==> src/rtl/spp_pkg.sv <==
// Shared types and sizes for the serial even-element product controller.
package spp_pkg;

  localparam int unsigned SPP_ROWS = 16;
  localparam int unsigned SPP_COLS = 16;
  localparam int unsigned EVEN_W   = 9;
  localparam int unsigned CYC_W    = 16;

  typedef enum logic [2:0] {
    IDLE     = 3'd0,
    INIT     = 3'd1,
    ROW      = 3'd2,
    COL      = 3'd3,
    NEXT_ROW = 3'd4,
    STORE    = 3'd5,
    DONE     = 3'd6
  } spp_state_e;

endpackage

==> src/rtl/spp_controller.sv <==
// Row/column walker that sequences the product datapath over even elements,
// with run statistics (even element count, busy cycle count).
module spp_controller
  import spp_pkg::*;
#(
  parameter int unsigned ROWS = SPP_ROWS,
  parameter int unsigned COLS = SPP_COLS
) (
  input  logic              clk,
  input  logic              reset,
  input  logic              start,
  input  logic              abort,
  input  logic              is_even,
  input  logic              i_lt,
  input  logic              eq,
  output logic              dp_clr,
  output logic              dp_rst,
  output logic              Sj,
  output logic              Ld_i,
  output logic              Ld_j,
  output logic              Ld_p,
  output logic              Ld_r,
  output logic              busy,
  output logic              done,
  output logic [EVEN_W-1:0] even_cnt,
  output logic [CYC_W-1:0]  cycle_cnt
);

  localparam int unsigned EVEN_MAX = ROWS * COLS;

  spp_state_e         state_q, state_d;
  logic [EVEN_W-1:0]  even_cnt_q, even_cnt_d;
  logic [CYC_W-1:0]   cycle_cnt_q, cycle_cnt_d;

  // State and statistics registers.
  always_ff @(posedge clk) begin
    if (reset) begin
      state_q     <= IDLE;
      even_cnt_q  <= '0;
      cycle_cnt_q <= '0;
    end else begin
      state_q     <= state_d;
      even_cnt_q  <= even_cnt_d;
      cycle_cnt_q <= cycle_cnt_d;
    end
  end

  // Next state, decoded strobes and counter updates.
  always_comb begin
    state_d     = state_q;
    dp_clr      = 1'b0;
    Sj          = 1'b0;
    Ld_i        = 1'b0;
    Ld_j        = 1'b0;
    Ld_p        = 1'b0;
    Ld_r        = 1'b0;
    done        = 1'b0;
    busy        = (state_q != IDLE);
    even_cnt_d  = even_cnt_q;
    cycle_cnt_d = cycle_cnt_q;

    case (state_q)
      IDLE: begin
        if (start && !abort) state_d = INIT;
      end
      INIT: begin
        dp_clr  = 1'b1;
        state_d = ROW;
      end
      ROW: begin
        state_d = i_lt ? COL : STORE;
      end
      COL: begin
        if (eq) begin
          state_d = NEXT_ROW;
        end else begin
          Ld_j = 1'b1;
          Sj   = 1'b1;
          Ld_p = is_even;
        end
      end
      NEXT_ROW: begin
        Ld_i    = 1'b1;
        Ld_j    = 1'b1;
        state_d = ROW;
      end
      STORE: begin
        Ld_r    = 1'b1;
        state_d = DONE;
      end
      DONE: begin
        done    = 1'b1;
        state_d = IDLE;
      end
      default: begin
        state_d = IDLE;
      end
    endcase

    // Abort cancels the current cycle's side effects so counters freeze as seen.
    if (busy && abort) begin
      state_d = IDLE;
      dp_clr  = 1'b0;
      Sj      = 1'b0;
      Ld_i    = 1'b0;
      Ld_j    = 1'b0;
      Ld_p    = 1'b0;
      Ld_r    = 1'b0;
      done    = 1'b0;
    end

    // cycle_cnt includes the current busy cycle, so it reads 1 in INIT.
    if (state_q == IDLE && state_d == INIT) begin
      even_cnt_d  = '0;
      cycle_cnt_d = CYC_W'(1);
    end else if (state_d != IDLE && cycle_cnt_q != '1) begin
      cycle_cnt_d = cycle_cnt_q + CYC_W'(1);
    end

    if (Ld_p && even_cnt_q < EVEN_W'(EVEN_MAX)) begin
      even_cnt_d = even_cnt_q + EVEN_W'(1);
    end
  end

  assign dp_rst    = reset | dp_clr;
  assign even_cnt  = even_cnt_q;
  assign cycle_cnt = cycle_cnt_q;

endmodule
==> config.mk <==
export PLATFORM = sky130hd
export DESIGN_NAME = spp_controller
export DESIGN_NICKNAME = d
export VERILOG_FILES = /design/src/rtl/spp_pkg.sv /design/src/rtl/spp_controller.sv
export SDC_FILE = /design/constraint.sdc
export NUM_CORES = 1
export LEC_CHECK = 0
export ABC_AREA = 1
export CAP_MARGIN = 20
export CORE_MARGIN = 5
export CORE_UTILIZATION = 30
export DETAILED_ROUTE_END_ITERATION = 16
export PLACE_DENSITY = 0.57
export SLEW_MARGIN = 0
export SYNTH_ARGS = -nofsm -noshare
export SYNTH_HDL_FRONTEND = slang
export SYNTH_SLANG_ARGS = --single-unit
==> constraint.sdc <==
create_clock -name clk -period 1.9 [get_ports clk]
set_input_delay 0.38 -clock clk [delete_from_list [all_inputs] [get_ports clk]]
set_output_delay 0.38 -clock clk [all_outputs]
set_load 0.1 [all_outputs]
==> impl_metrics.json, run 1 <==
{
  "die_width_um": 84.8,
  "holdWs_ns": 0.507,
  "insertion_delay_ns": 0.28,
  "area.growth.synth_to_final_pct": 66.3,
  "drt_wl_total_um": 4250,
  "clk_pin_slew_ns": 0.10,
  "num_rows": 27,
  "clock_path_buffers": 2,
  "dpl.hpwl_um": 3280,
  "syn_area_per_cell_um2": 7.00,
  "place_congestion": 0.851,
  "syn_inst": 240,
  "ios": 41,
  "fin_cells": 367,
  "p_seq_share_pct": 40.9,
  "cts.sinks": 28,
  "slowest_delay_ns": 0.37,
  "crit_family": "simple AND/OR/NAND/NOR gates",
  "setup_ws_ns": 0.0529,
  "cp_slowest_cell": "dfxtp_4",
  "cts_tree": "done",
  "cts_buffers": 3,
  "first_global_vias": 1655,
  "cp_cell_sequence": "nor2_4 -> nand2_8 -> nand2_4 -> inv_4 -> nor3_4 -> buf_12",
  "slew_headroom_pct": 80.7,
  "cp-start-kind": "flip-flop",
  "tightest_slew_ns": 0.288,
  "grt-ovfl-total": 0,
  "htree_levels": 1,
  "rsz0062_at_grt": "true",
  "grt_max_degree": 17,
  "via_per_inst": 4.68,
  "synth_warnings": 0,
  "final_common_cell": "nand2_1",
  "p_leak_nw": 1.01,
  "root_buffer": "clkbuf_8",
  "dr.pass1.iters": 4,
  "ys_types": 27,
  "peakVddDrop_mv": 0.363,
  "postCtsHoldBufs": 0,
  "final_nets": 305,
  "drt_iter0_drc": 53,
  "cp_num_buf_inv": 2,
  "synth_seq_cells": 28,
  "cp_max_fo": 3,
  "routedWlPerCell_um": 11.6,
  "pre_cts_slack_ns": -0.102,
  "slew_violations": 0,
  "total_power_w": 0.00153,
  "post-route-period-util_pct": 97.2,
  "start_util_pct": 30.7,
  "cap_violations": 0,
  "fin_crit_ns": 1.85,
  "ant_nets": 0,
  "p_sw_w": 0.000530,
  "crit_arrival_ns": 1.47,
  "antenna_found_initial": 0,
  "ys_seq_area_share_pct": 33.4,
  "crit_type": "reg2out",
  "clock_power_share_pct": 28.0,
  "final-hold-violation-count": 0,
  "drive_above_1_share_pct": 41.7,
  "dieArea_um2": 7200,
  "mostFrequentLayoutCells": "nand2_1 (58), buf_12 (33), inv_1 (19), nand3_1 (19), buf_4 (15)",
  "tns_ns": 0,
  "synth_area_um2": 1680,
  "status": "completed",
  "endpoint_kind": "output pin",
  "track_usage_pct": 12.2,
  "core_um2": 5470,
  "max_freq_mhz": 541,
  "setup_viol": 0,
  "syn_nets": 249,
  "diodes": 0,
  "drcViolationCount": 0,
  "num_vias": 1718,
  "swShare_pct": 34.7,
  "grt_pass1_wl_um": 7290,
  "die_h_um": 84.8,
  "place.port_buffers": 40,
  "placed_cells": 357,
  "min-delay-path-class": "reg2reg",
  "cp.required_ns": 1.52,
  "combinationalPowerShare_pct": 31.1,
  "p_int_w": 0.00100,
  "n_fill_cell": 531,
  "p_per_area_nw_per_um2": 548,
  "finalClockSkew_ns": 0.00464
}
sequential cells by signal (all words and copies together), names as in the netlist:
register and cells:
cycle_cnt 16, even_cnt 9, state_q 3
power by group through the flow:
stage                     Clock (W)  Sequential, W  Combinational (W)
final                      0.000429       0.000626           0.000476
after global routing       0.000465       0.000629           0.000510
after CTS                  0.000440       0.000627           0.000471
after detailed placement          0       0.000643           0.000454
after global placement            0       0.000644           0.000449
after floorplan                   0       0.000690           0.000276
kinds of logic (layout without fill, tap and decap cells):
kind of cell / after synthesis / in the layout / synth area share [%]
simple gates: 132 / 132 / 36.8
compound gates: 32 / 32 / 12.0
buf+inv: 31 / 86 / 8.56
flops: 28 / 28 / 33.4
xor+xnor: 15 / 15 / 7.82
fa+ha+maj: 2 / 2 / 1.49
stage by stage:
stage	util (%)	instance area (um2)
after detailed placement	48.4	2650
after global routing	51.1	2790
after CTS	50.4	2760
final	51.1	2790
after floorplan	-	1800
after global placement	48.4	2650
final timing paths:
path	startpoint	end	slack, ns	depth (start not counted)
min reg2reg	cycle_cnt[15]	cycle_cnt[15]	0.51	2
max	state_q[1]	Ld_p	0.05	6
min	cycle_cnt[15]	cycle_cnt[15]	0.51	2
max reg2reg	cycle_cnt[0]	cycle_cnt[0]	0.20	10
per-layer routing:
metal / global-route usage (%) / vias up / wire, um
met5: 0 / - / 0
met4: 5.32 / 0 / 74
met3: 3.01 / 6 / 230
met2: 20.5 / 41 / 2090
met1: 14.8 / 786 / 1860
li1: - / 885 / -
worst register-to-register path: cells and delay by family, from the launching register on:
family,cells,cell delay [ns]
buffers and inverters,1,0.16
AND/OR/NAND/NOR,7,0.76
adder cells (fa/ha/maj),1,0.15
flip-flops,1,0.42
AO/OA/AOI/OAI,1,0.14
cell type report:
type,instances,area (um2),area share [%]
Clock buffer,4,66.3,2.37
Inverter,27,108,3.85
Multi-Input combinational cell,181,1090,38.9
Sequential cell,28,598,21.4
Tap cell,72,90.1,3.22
Timing Repair Buffer,55,846,30.3
what timing repair did:
action | CTS | global route
setup buffers | 4 | 2
setup endpoints to repair | 6 | 5
gates resized for setup | 5 | 6
pin swaps | 3 | 5
Yosys cell counts, drive strengths merged:
| cell | n | area [um2] |
|---|---|---|
| nand2 | 73 | 309 |
| dfxtp | 28 | 561 |
| inv | 26 | 100 |
| a21oi | 25 | 163 |
| nand3 | 23 | 135 |
| nor2 | 23 | 96.3 |
| xor2 | 12 | 105 |
| nor3 | 7 | 40.0 |
| o21ai | 6 | 30.0 |
| nand4 | 4 | 25.0 |
| xnor2 | 3 | 26.3 |
| buf | 2 | 31.3 |
| clkbuf | 2 | 7.51 |
| ha | 2 | 25.0 |
| clkinv | 1 | 5.00 |
| nor4 | 1 | 6.26 |
| o32ai | 1 | 8.76 |
| or2 | 1 | 6.26 |
Note: power is estimated with default switching activity, not from simulation.
==> run 2, diff against run 1 <==
- CORE_UTILIZATION: 30 -> 25
- CTS_CLUSTER_DIAMETER: unset -> 60
- PLACE_DENSITY: 0.57 -> 0.5
- clock period: 1.9 -> 1.8 ns (I/O delays scaled with it)
==> impl_metrics.json, run 2 (same netlist as run 1, synthesis figures left out) <==
{
  "slew_violations": 0,
  "crit_type": "reg2out",
  "htree_levels": 1,
  "dieArea_um2": 8460,
  "total_power_w": 0.00155,
  "tightest_slew_ns": 0.295,
  "final_nets": 307,
  "cts.sinks": 28,
  "first_global_vias": 1615,
  "dr.pass1.iters": 4,
  "peakVddDrop_mv": 0.358,
  "status": "finished, violations left",
  "final-hold-violation-count": 0,
  "rsz0062_at_grt": "true",
  "drcViolationCount": 0,
  "cp-start-kind": "flip-flop",
  "clock_path_buffers": 2,
  "via_per_inst": 4.51,
  "final_common_cell": "nand2_1",
  "num_vias": 1687,
  "cp_max_fo": 3,
  "cts_buffers": 3,
  "mostFrequentLayoutCells": "nand2_1 (55), buf_12 (36), inv_1 (19), nand3_1 (19), nand2_2 (15)",
  "setup_viol": 1,
  "num_rows": 29,
  "place.port_buffers": 40,
  "fin_crit_ns": 1.82,
  "slew_headroom_pct": 80.2,
  "area.growth.synth_to_final_pct": 69.3,
  "place_congestion": 0.829,
  "drive_above_1_share_pct": 43.1,
  "min-delay-path-class": "reg2reg",
  "postCtsHoldBufs": 0,
  "ios": 41,
  "grt_pass1_wl_um": 7580,
  "diodes": 0,
  "routedWlPerCell_um": 11.6,
  "cp.required_ns": 1.44,
  "start_util_pct": 26.0,
  "max_freq_mhz": 549,
  "grt-ovfl-total": 0,
  "endpoint_kind": "output pin",
  "p_per_area_nw_per_um2": 544,
  "post-route-period-util_pct": 101,
  "cap_violations": 0,
  "core_um2": 6460,
  "crit_arrival_ns": 1.46,
  "p_leak_nw": 1.02,
  "finalClockSkew_ns": 0.00761,
  "insertion_delay_ns": 0.28,
  "cts_tree": "done",
  "holdWs_ns": 0.511,
  "largest_reg_flops": 16,
  "setup_ws_ns": -0.0204,
  "fin_util_pct": 44.1,
  "ant_nets": 0,
  "die_width_um": 92.0,
  "violations": "setup timing",
  "drt_iter0_drc": 52,
  "die_h_um": 92.0,
  "drt_wl_total_um": 4350,
  "root_buffer": "clkbuf_8",
  "clk_pin_slew_ns": 0.10,
  "dpl.hpwl_um": 3320,
  "track_usage_pct": 10.9,
  "grt_max_degree": 16,
  "antenna_found_initial": 0
}
run 2: cell count changes in the layout (fill, tap and decap cells not counted), moves of 2 or more:
cell	delta
buf_12	+3
nand2_1	-3
nand2_2	+3
dfxtp_4	+2
nor2_2	-2
nor2_4	+2
run 2: worst paths after layout:
kind	from	to	slack [ns]	cells past startpoint
hold reg to reg	cycle_cnt[15]	cycle_cnt[15]	0.51	2
hold / removal	cycle_cnt[15]	cycle_cnt[15]	0.51	2
setup reg to reg	state_q[1]	even_cnt[3]	0.21	10
setup / recovery	state_q[1]	Ld_p	-0.02	6
run 2: layer usage:
layer / GRT usage, % / share of wire, % / wire [um] / vias to the layer above
li1: - / - / - / 891
met1: 13.1 / 44 / 1930 / 756
met2: 18.4 / 48 / 2090 / 36
met3: 4.09 / 6.8 / 296 / 4
met4: 2.85 / 0.71 / 31 / 0
met5: 0 / 0 / 0 / -
run 2: area by class of cell:
cell class	instances	area (um2)
clock buffers	4	45.0
fillers	639	3610
inverters	27	108
multi-input cells	181	1100
flip-flops and latches	28	604
well taps	77	96.3
repair buffers	57	896
run 2: timing repair:
item / CTS / global route
pin swaps: 6 / 3
resized for setup: 7 / 4
gates cloned: 0 / 0
endpoints found under the setup margin: 5 / 13
buffers inserted: 7 / 2
run 2: stage by stage:
step                      cells  cell area [um2]  setup slack [ns]  TNS (ns)
after global routing        374             2850           -0.0851    -0.126
after detailed placement    361             2700            -0.104     -1.30
after floorplan             240             1820            -0.493     -5.12
after global placement      361             2700           -0.0988     -1.15
after CTS                   372             2820           -0.0273   -0.0380
final                       374             2850           -0.0204   -0.0204
run 2: where the power goes:
group	internal, W	total, W	switching [W]
clock network	0.000159	0.000360	0.000201
registers	0.000629	0.000660	0.0000302
logic	0.000205	0.000529	0.000324
run 2: worst max-delay path, cell delays in order, from the launching register on:
cell	delay [ns]
dfxtp_4	0.38
nor2_4	0.19
nand2_8	0.07
nand2_4	0.07
inv_4	0.04
nor3_4	0.23
buf_12	0.21
